`src/rtl/bsg_id_pool.sv`:
```
// bsg_id_pool: pool of els_p IDs tracked by a registered free bitmask.
// Hands out the lowest free ID and takes IDs back by binary index.
module bsg_id_pool #(
    parameter  int els_p     = 16,
    localparam int lg_els_lp = $clog2(els_p),
    localparam int lg_cnt_lp = $clog2(els_p + 1)
) (
    input  logic                 clk_i,
    input  logic                 reset_i,
    output logic                 alloc_v_o,
    output logic [lg_els_lp-1:0] alloc_id_o,
    input  logic                 alloc_yumi_i,
    input  logic                 dealloc_v_i,
    input  logic [lg_els_lp-1:0] dealloc_id_i,
    output logic [lg_cnt_lp-1:0] free_count_o,
    output logic                 empty_o,
    output logic                 full_o,
    output logic                 err_o
);

    localparam logic [els_p-1:0] one_lp = {{(els_p-1){1'b0}}, 1'b1};

    logic [els_p-1:0]     free_r;
    logic [lg_cnt_lp-1:0] count_r;
    logic                 err_r;

    logic [els_p-1:0]     alloc_oh;
    logic [els_p-1:0]     dealloc_oh;
    logic [els_p-1:0]     free_n;
    logic [lg_els_lp-1:0] alloc_id;
    logic                 yumi_ok;
    logic                 yumi_bad;
    logic                 dealloc_ok;
    logic                 dealloc_bad;

    always_comb begin
        alloc_id = '0;
        for (int i = els_p - 1; i >= 0; i--)
            if (free_r[i]) alloc_id = lg_els_lp'(i);
    end

    // Lowest set bit isolated arithmetically; matches alloc_id by construction.
    assign alloc_oh    = free_r & (~free_r + one_lp);
    // Out-of-range IDs shift the one off the top and decode to zero, so they
    // fail the allocated-bit test like a double free does.
    assign dealloc_oh  = one_lp << dealloc_id_i;

    assign yumi_ok     = alloc_yumi_i & (|free_r);
    assign yumi_bad    = alloc_yumi_i & ~(|free_r);
    assign dealloc_ok  = dealloc_v_i & (|(dealloc_oh & ~free_r));
    assign dealloc_bad = dealloc_v_i & ~dealloc_ok;

    assign free_n = (free_r & ~(yumi_ok ? alloc_oh : '0))
                  | (dealloc_ok ? dealloc_oh : '0);

    always_ff @(posedge clk_i) begin
        if (reset_i) begin
            free_r  <= '1;
            count_r <= lg_cnt_lp'(els_p);
            err_r   <= 1'b0;
        end else begin
            free_r <= free_n;
            err_r  <= yumi_bad | dealloc_bad;
            case ({yumi_ok, dealloc_ok})
                2'b10:   count_r <= count_r - lg_cnt_lp'(1);
                2'b01:   count_r <= count_r + lg_cnt_lp'(1);
                default: count_r <= count_r;
            endcase
        end
    end

    assign alloc_v_o    = |free_r;
    assign alloc_id_o   = alloc_id;
    assign free_count_o = count_r;
    assign empty_o      = (count_r == '0);
    assign full_o       = (count_r == lg_cnt_lp'(els_p));
    assign err_o        = err_r;

endmodule

```
`config.mk`:
```
export PLATFORM = sky130hd
export DESIGN_NAME = bsg_id_pool
export DESIGN_NICKNAME = d
export VERILOG_FILES = /design/src/rtl/bsg_id_pool.sv
export SDC_FILE = /design/constraint.sdc
export NUM_CORES = 1
export LEC_CHECK = 0
export BUFFER_PORTS_ARGS = -buffer_cell sky130_fd_sc_hd__buf_2
export CORE_UTILIZATION = 45
export DETAILED_ROUTE_END_ITERATION = 8
export HOLD_SLACK_MARGIN = 0.08
export PLACE_DENSITY = 0.65
export SYNTH_ARGS = -nofsm -noshare
export SYNTH_HDL_FRONTEND = slang
export SYNTH_SLANG_ARGS = --single-unit
```
`constraint.sdc`:
```
create_clock -name clk_i -period 6.85 [get_ports clk_i]
set_input_delay 1.7125 -clock clk_i [delete_from_list [all_inputs] [get_ports clk_i]]
set_output_delay 1.7125 -clock clk_i [all_outputs]
set_load 0.01 [all_outputs]
```
==> metrics.cfg, run 1 <==
[status]
status=finished, violations left
violations=design-rule violations

[setup_path]
crit_arrival_ns=4.54
r2r_setup_slack_ns=3.73
crit_path_frequent_cell=a21oi_1
worst_setup_path_end_kind=flip-flop
critical_path_class=in2reg
slowest_stage=or4b_1
path_cells=buf_2, or4b_1, o31ai_1, nor4_2, a21oi_1, and2_1, ha_1, inv_1, fa_1, a21o_1, a21oi_1, xnor2_1, or3_1, nand3_1
ff2ff_path_depth=12
cp_max_fo=12
cp-start-kind=input port
required_ns=7.12
reg2reg_to=free_count_o[4]
slowest_delay_ns=0.54
reg2reg_from=free_r[12]

[sta]
rsz0062_at_grt=no
slew_viol_final=0
setup_tns_ns=0
relSlewSlack_pct=64.2
worst_pin_slew_ns=0.533
fin_worst_skew_ns=0.00655
finalCriticalPeriod_ns=4.27
finalSetupViolCount=0
post-route-period-util_pct=62.4
hold_viol=0
max_freq_mhz=234

[synth]
yosysWarnings=0
syn_avg_cell_area_um2=8.54
synth_edf_count=0
ys_seq_elements=22
ys_async_sr_fraction_pct=0
synth_area_leader_cell=dfxtp_1
synth_area_leaders=dfxtp_1, o21ai_0, nand2_1
ys_seq_area_share_pct=31.7
synth_most_common_cell=dfxtp_1
synth.distinct_cells=51
synth_commonest_cells=dfxtp_1, nand2_1, nor2_1, o21ai_0, a21oi_1
syn_inst=163
synthesis.nets=176
synth_top_area_share_pct=31.7
netlist_area_um2=1390
synthFlopType=dfxtp_1

[clock_tree]
clk_latency_ns=0.32
hold_buffers=0
clock_tree.root_cell=clkbuf_4
cts_resized=0
cts_buffers=3
ctsHtreeMaxLevel=1
cts_tree=done
cts.clk_slew.worst_paths_ns=0.12
cts.sinks=22
cts_setup_buffers=0
cts_buffer_depth=2

[cells_and_area]
final_nets=195
syn2layout_area_growth_pct=10.5
final.fill_count=274
drive_above_1_share_pct=19.3
num_antenna_cells=0
stdcell_count=212
multi_input_area_um2=892
seq_area_um2=440

[floorplan]
die_h_um=57.6
coreArea_um2=2850
ios=21
start_util_pct=48.8
num_rows=19
die_w_um=57.6
dieArea_um2=3320

[placed_design]
place_congestion=0.845
hpwl_um=2570
port_buffers=20
dp_cells=208

[grt]
antenna_found_initial=0
grt_max_degree=18
grt-ovfl-total=0
grt_pass1_wl_um=5800
first_global_vias=1224
grt_use_total_pct=22.8

[route]
wl_per_cell_um=15.9
avgViaCountPerCell=6.28
drt_iter0_drc=55
first_pass_iters=6
ant_nets=0
wirelength_um=3380
drcViolationCount=3
dr_total_vias=1332

[min_path]
hold_path.class=reg2reg
hold_path_depth=2
hold_path_end=free_count_o[2]
min-delay-start=free_count_o[2]

[power_and_ir_drop]
power.density_nw_per_um2=198
p_leak_nw=0.615
ir_drop_mv=0.125

[run]
max_cap_violations=0

==> through the flow <==
stage	total power, mW	hold WS, ns	utilization, %	setup slack (ns)	cell area [um2]
after floorplan	0.206	0.509	-	2.57	1390
after global placement	0.229	0.483	52.6	2.34	1500
after detailed placement	0.232	0.489	52.6	2.27	1500
after CTS	0.309	0.508	53.9	2.60	1540
after global routing	0.322	0.552	53.9	2.43	1540
final	0.305	0.512	53.9	2.58	1540
==> logic make-up after synthesis <==
family	after synthesis	share of synthesized area [%]
adders and majority gates	5	5.04
muxes	5	4.50
and+or+nand+nor	59	24.3
buffers and inverters	14	4.23
xor gates and xnor gates	4	2.52
AOI/OAI and AO/OA	54	27.8
DFF	22	31.7
==> layout by cell type (no fill, tap or decap), drive strengths merged, types with 2 or more instances in the layout <==
master,count
or3,4
nand3,4
o311ai,6
ha,4
o21ai,15
o22ai,2
nand2b,2
o31ai,4
and2,2
a21oi,9
dfxtp,22
xor2,2
nor2b,6
xnor2,2
nor4,3
nor2,14
a221o,3
a21o,2
mux2i,4
o21bai,2
nand2,14
buf,20
clkbuf,4
nor3,4
inv,8
==> critical path, delay by kind of cell <==
| kind | cells | cell delay (ns) |
|---|---|---|
| buf+inv | 2 | 0.28 |
| fa+ha+maj | 2 | 0.59 |
| compound gates | 4 | 0.69 |
| simple gates | 5 | 1.18 |
| xor+xnor | 1 | 0.09 |
==> worst max path at each step <==
stage,to,from,depth (start not counted),slack (ns)
after floorplan,free_count_o[4],dealloc_id_i[0],14,2.57
after global placement,free_count_o[4],dealloc_id_i[1],14,2.34
after detailed placement,free_count_o[4],dealloc_id_i[1],14,2.27
after CTS,free_count_o[4],dealloc_id_i[1],14,2.60
after global routing,free_count_o[4],dealloc_id_i[1],14,2.43
final,free_count_o[4],dealloc_id_i[1],14,2.58
==> routing by layer <==
metal | GRT usage, % | vias to the layer above | share of wire, %
met5 | 0 | - | 0
met4 | 10.5 | 0 | 1.2
met3 | 2.95 | 4 | 7.0
met2 | 33.6 | 46 | 45
met1 | 33.1 | 632 | 47
li1 | - | 650 | -
==> final cells by class <==
type | count | share of cell area [%]
multi-input cells | 127 | 58.0
flip-flops and latches | 22 | 28.6
repair buffers | 20 | 6.51
well taps | 31 | 2.52
clock buffers | 4 | 2.36
inverters | 8 | 1.95
==> power breakdown <==
part	total [mW]	internal, mW	leakage, nW	switching [mW]
Sequential	0.146	0.136	0.180	0.0102
Combinational	0.0835	0.0377	0.414	0.0458
Clock	0.0751	0.0325	0.0210	0.0426
Total	0.305	0.206	0.615	0.0985
==> state kept, by name, summed over array words and instances (netlist names) <==
signal	flops
err_o	1
free_count_o	5
free_r	16
Power figures use the tool's default switching activity.
==> inputs of run 2 (changes only) <==
--- a/config.mk
+++ b/config.mk
@@ -5,11 +5,12 @@
 export SDC_FILE = /design/constraint.sdc
 export NUM_CORES = 1
 export LEC_CHECK = 0
+export ABC_AREA = 1
 export BUFFER_PORTS_ARGS = -buffer_cell sky130_fd_sc_hd__buf_2
 export CORE_UTILIZATION = 45
 export DETAILED_ROUTE_END_ITERATION = 8
 export HOLD_SLACK_MARGIN = 0.08
-export PLACE_DENSITY = 0.65
+export PLACE_DENSITY = 0.68
 export SYNTH_ARGS = -nofsm -noshare
 export SYNTH_HDL_FRONTEND = slang
 export SYNTH_SLANG_ARGS = --single-unit
==> constraint.sdc (replaced) <==
create_clock -name clk_i -period 3.5 [get_ports clk_i]
set_input_delay 0.875 -clock clk_i [delete_from_list [all_inputs] [get_ports clk_i]]
set_output_delay 0.875 -clock clk_i [all_outputs]
set_load 0.01 [all_outputs]
==> run 2 against run 1 <==
The flow now finishes without violations. Routed wire length is 7.8% higher. Sequential power is 86% higher. Via count is 19% higher. Clock skew hardly changed. Total power is 70% higher. First-iteration DRC count is 80% higher. Critical path type unchanged. Largest power group unchanged.
==> metrics.cfg, run 2 <==
[synth]
synth_adder_area_share_pct=4.73
synth_xor_area_share_pct=1.18
synth_top_area_share_pct=29.7
synth.distinct_cells=29
synthMuxAreaShare_pct=0
synth_area_leaders=dfxtp_1, nand2_1, nor2_1
ys_seq_elements=22
synthFlopType=dfxtp_1
syn_avg_cell_area_um2=6.26
synth_top_family_by_area=simple AND/OR/NAND/NOR gates
netlist_area_um2=1480
synth_edf_count=0
synth_most_common_cell=nand2_1
synth_area_leader_cell=dfxtp_1
syn_inst=237
synth-compound-area-share_pct=16.5
yosysWarnings=0
ys_seq_area_share_pct=29.7
synth_commonest_cells=nand2_1, nor2_1, inv_1, nand3_1, dfxtp_1
ys_async_sr_fraction_pct=0
synthesis.nets=250
synthSimpleGateAreaFrac_pct=37.9

[clock_tree]
cts_buffers=3
ctsHtreeMaxLevel=1
cts_buffer_depth=2
cts.sinks=22
cts_setup_buffers=0
cts_tree=done
cts_resized=0
hold_buffers=0
clock_tree.root_cell=clkbuf_4
cts.clk_slew.worst_paths_ns=0.13
clk_latency_ns=0.31

[cells_and_area]
syn2layout_area_growth_pct=14.1
postLayoutCoreUtil_pct=55.0
num_antenna_cells=0
largest-register=free_r
stdcell_area_um2=1690
largest_register_ffs=16
final_cell_mix=nand2_1, nor2_1, inv_1, nand3_1, dfxtp_1
drive_above_1_share_pct=13.7
final_common_cell=nand2_1
final_nets=276

[sta]
finalCriticalPeriod_ns=3.09
slew_viol_final=0
fin_worst_skew_ns=0.00702
fin_ws_ns=0.408
post-route-period-util_pct=88.3
worst_pin_slew_ns=0.332
rsz0062_at_grt=no
finalSetupViolCount=0
relSlewSlack_pct=77.8
hold_viol=0
setup_tns_ns=0
max_freq_mhz=323

[floorplan]
die_w_um=59.4
start_util_pct=48.2
coreArea_um2=3080
die_h_um=59.4
dieArea_um2=3530
num_rows=20
ios=21

[grt]
grt-ovfl-total=0
antenna_found_initial=0
grt_pass1_wl_um=6150
first_global_vias=1306
grt_use_total_pct=23.2
grt_max_degree=14

[route]
top_layer=met4
avgViaCountPerCell=5.17
dr_wl_met3_um=138
dr_total_vias=1581
met2_length_um=1480
wl_met1_um=1990
ant_nets=0
wirelength_um=3640
drcViolationCount=0
first_pass_iters=4
drt_iter0_drc=99
wl_per_cell_um=11.9

[placed_design]
dpl_cell_area_um2=1660
place_worst_setup_slack_ns=0.0845
hpwl_um=2940
place_congestion=0.923
port_buffers=20

[setup_path]
cp-start-kind=input port
crit_family=simple AND/OR/NAND/NOR gates
path_buf_inv=4
slowest_stage=ha_1
path_cells=buf_2, inv_1, nand3_1, nor2_1, nand2_1, nand2_1, nor2_1, nand4_1, nand3b_4, nand2_4, inv_1, ha_1, inv_1, ha_1, a21o_1, a31oi_1, nand2_1, nand2_1, nor2_1, a21oi_1, o21ai_0
critical_path_class=in2reg
worst_setup_path_end_kind=flip-flop
required_ns=3.71
cp_max_fo=7
crit_path_frequent_cell=nand2_1
crit_arrival_ns=3.30
slowest_delay_ns=0.34

[run]
max_cap_violations=0

[power_and_ir_drop]
power.density_nw_per_um2=306
total_power_mw=0.518
p_leak_nw=0.815
ir_drop_mv=0.216

[min_path]
hold_path.class=reg2reg

[status]
status=finished clean

-- run 2: kinds of logic (layout without fill, tap and decap cells) --
family | Yosys count | count (layout)
fa+ha+maj | 5 | 5
compound gates | 43 | 43
buf+inv | 39 | 64
simple gates | 126 | 126
xor+xnor | 2 | 2
flops | 22 | 22
-- run 2: power by group --
part / internal [mW] / switching [mW]
sequential: 0.260 / 0.0105
clock: 0.0636 / 0.0809
combinational: 0.0402 / 0.0624
-- run 2: tightest hold or removal path, delay by kind of cell (launching register included) --
family | cells | cell delay (ns)
AO/OA/AOI/OAI | 1 | 0.07
AND/OR/NAND/NOR | 1 | 0.07
flip-flops | 1 | 0.34
-- run 2: layout make-up --
| class | instances | area (um2) |
|---|---|---|
| fill | 331 | 1390 |
| multi-input combinational | 176 | 895 |
| sequential | 22 | 440 |
| inverter | 36 | 135 |
| timing repair buffer | 24 | 130 |
| tap | 44 | 55.1 |
| clock buffer | 4 | 36.3 |
-- run 2: per-layer routing --
| metal | track usage (%) | vias to the layer above |
|---|---|---|
| li1 | - | 827 |
| met1 | 37.0 | 716 |
| met2 | 31.9 | 34 |
| met3 | 3.93 | 4 |
| met4 | 4.08 | 0 |
| met5 | 0 | - |
-- run 2: final timing paths --
kind | from | endpoint | slack, ns | cells after the start
worst max-delay path | dealloc_id_i[2] | free_count_o[4] | 0.41 | 21
worst min-delay path | free_r[1] | free_r[1] | 0.51 | 2
worst max register to register | free_r[0] | free_count_o[4] | 0.83 | 15
worst min register to register | free_r[1] | free_r[1] | 0.51 | 2
-- run 2: through the flow --
step	hold WS, ns	instances
2_1_floorplan	0.475	237
3_3_place_gp	0.494	302
3_5_place_dp	0.496	302
4_1_cts	0.516	306
5_1_grt	0.543	306
6_report	0.513	306
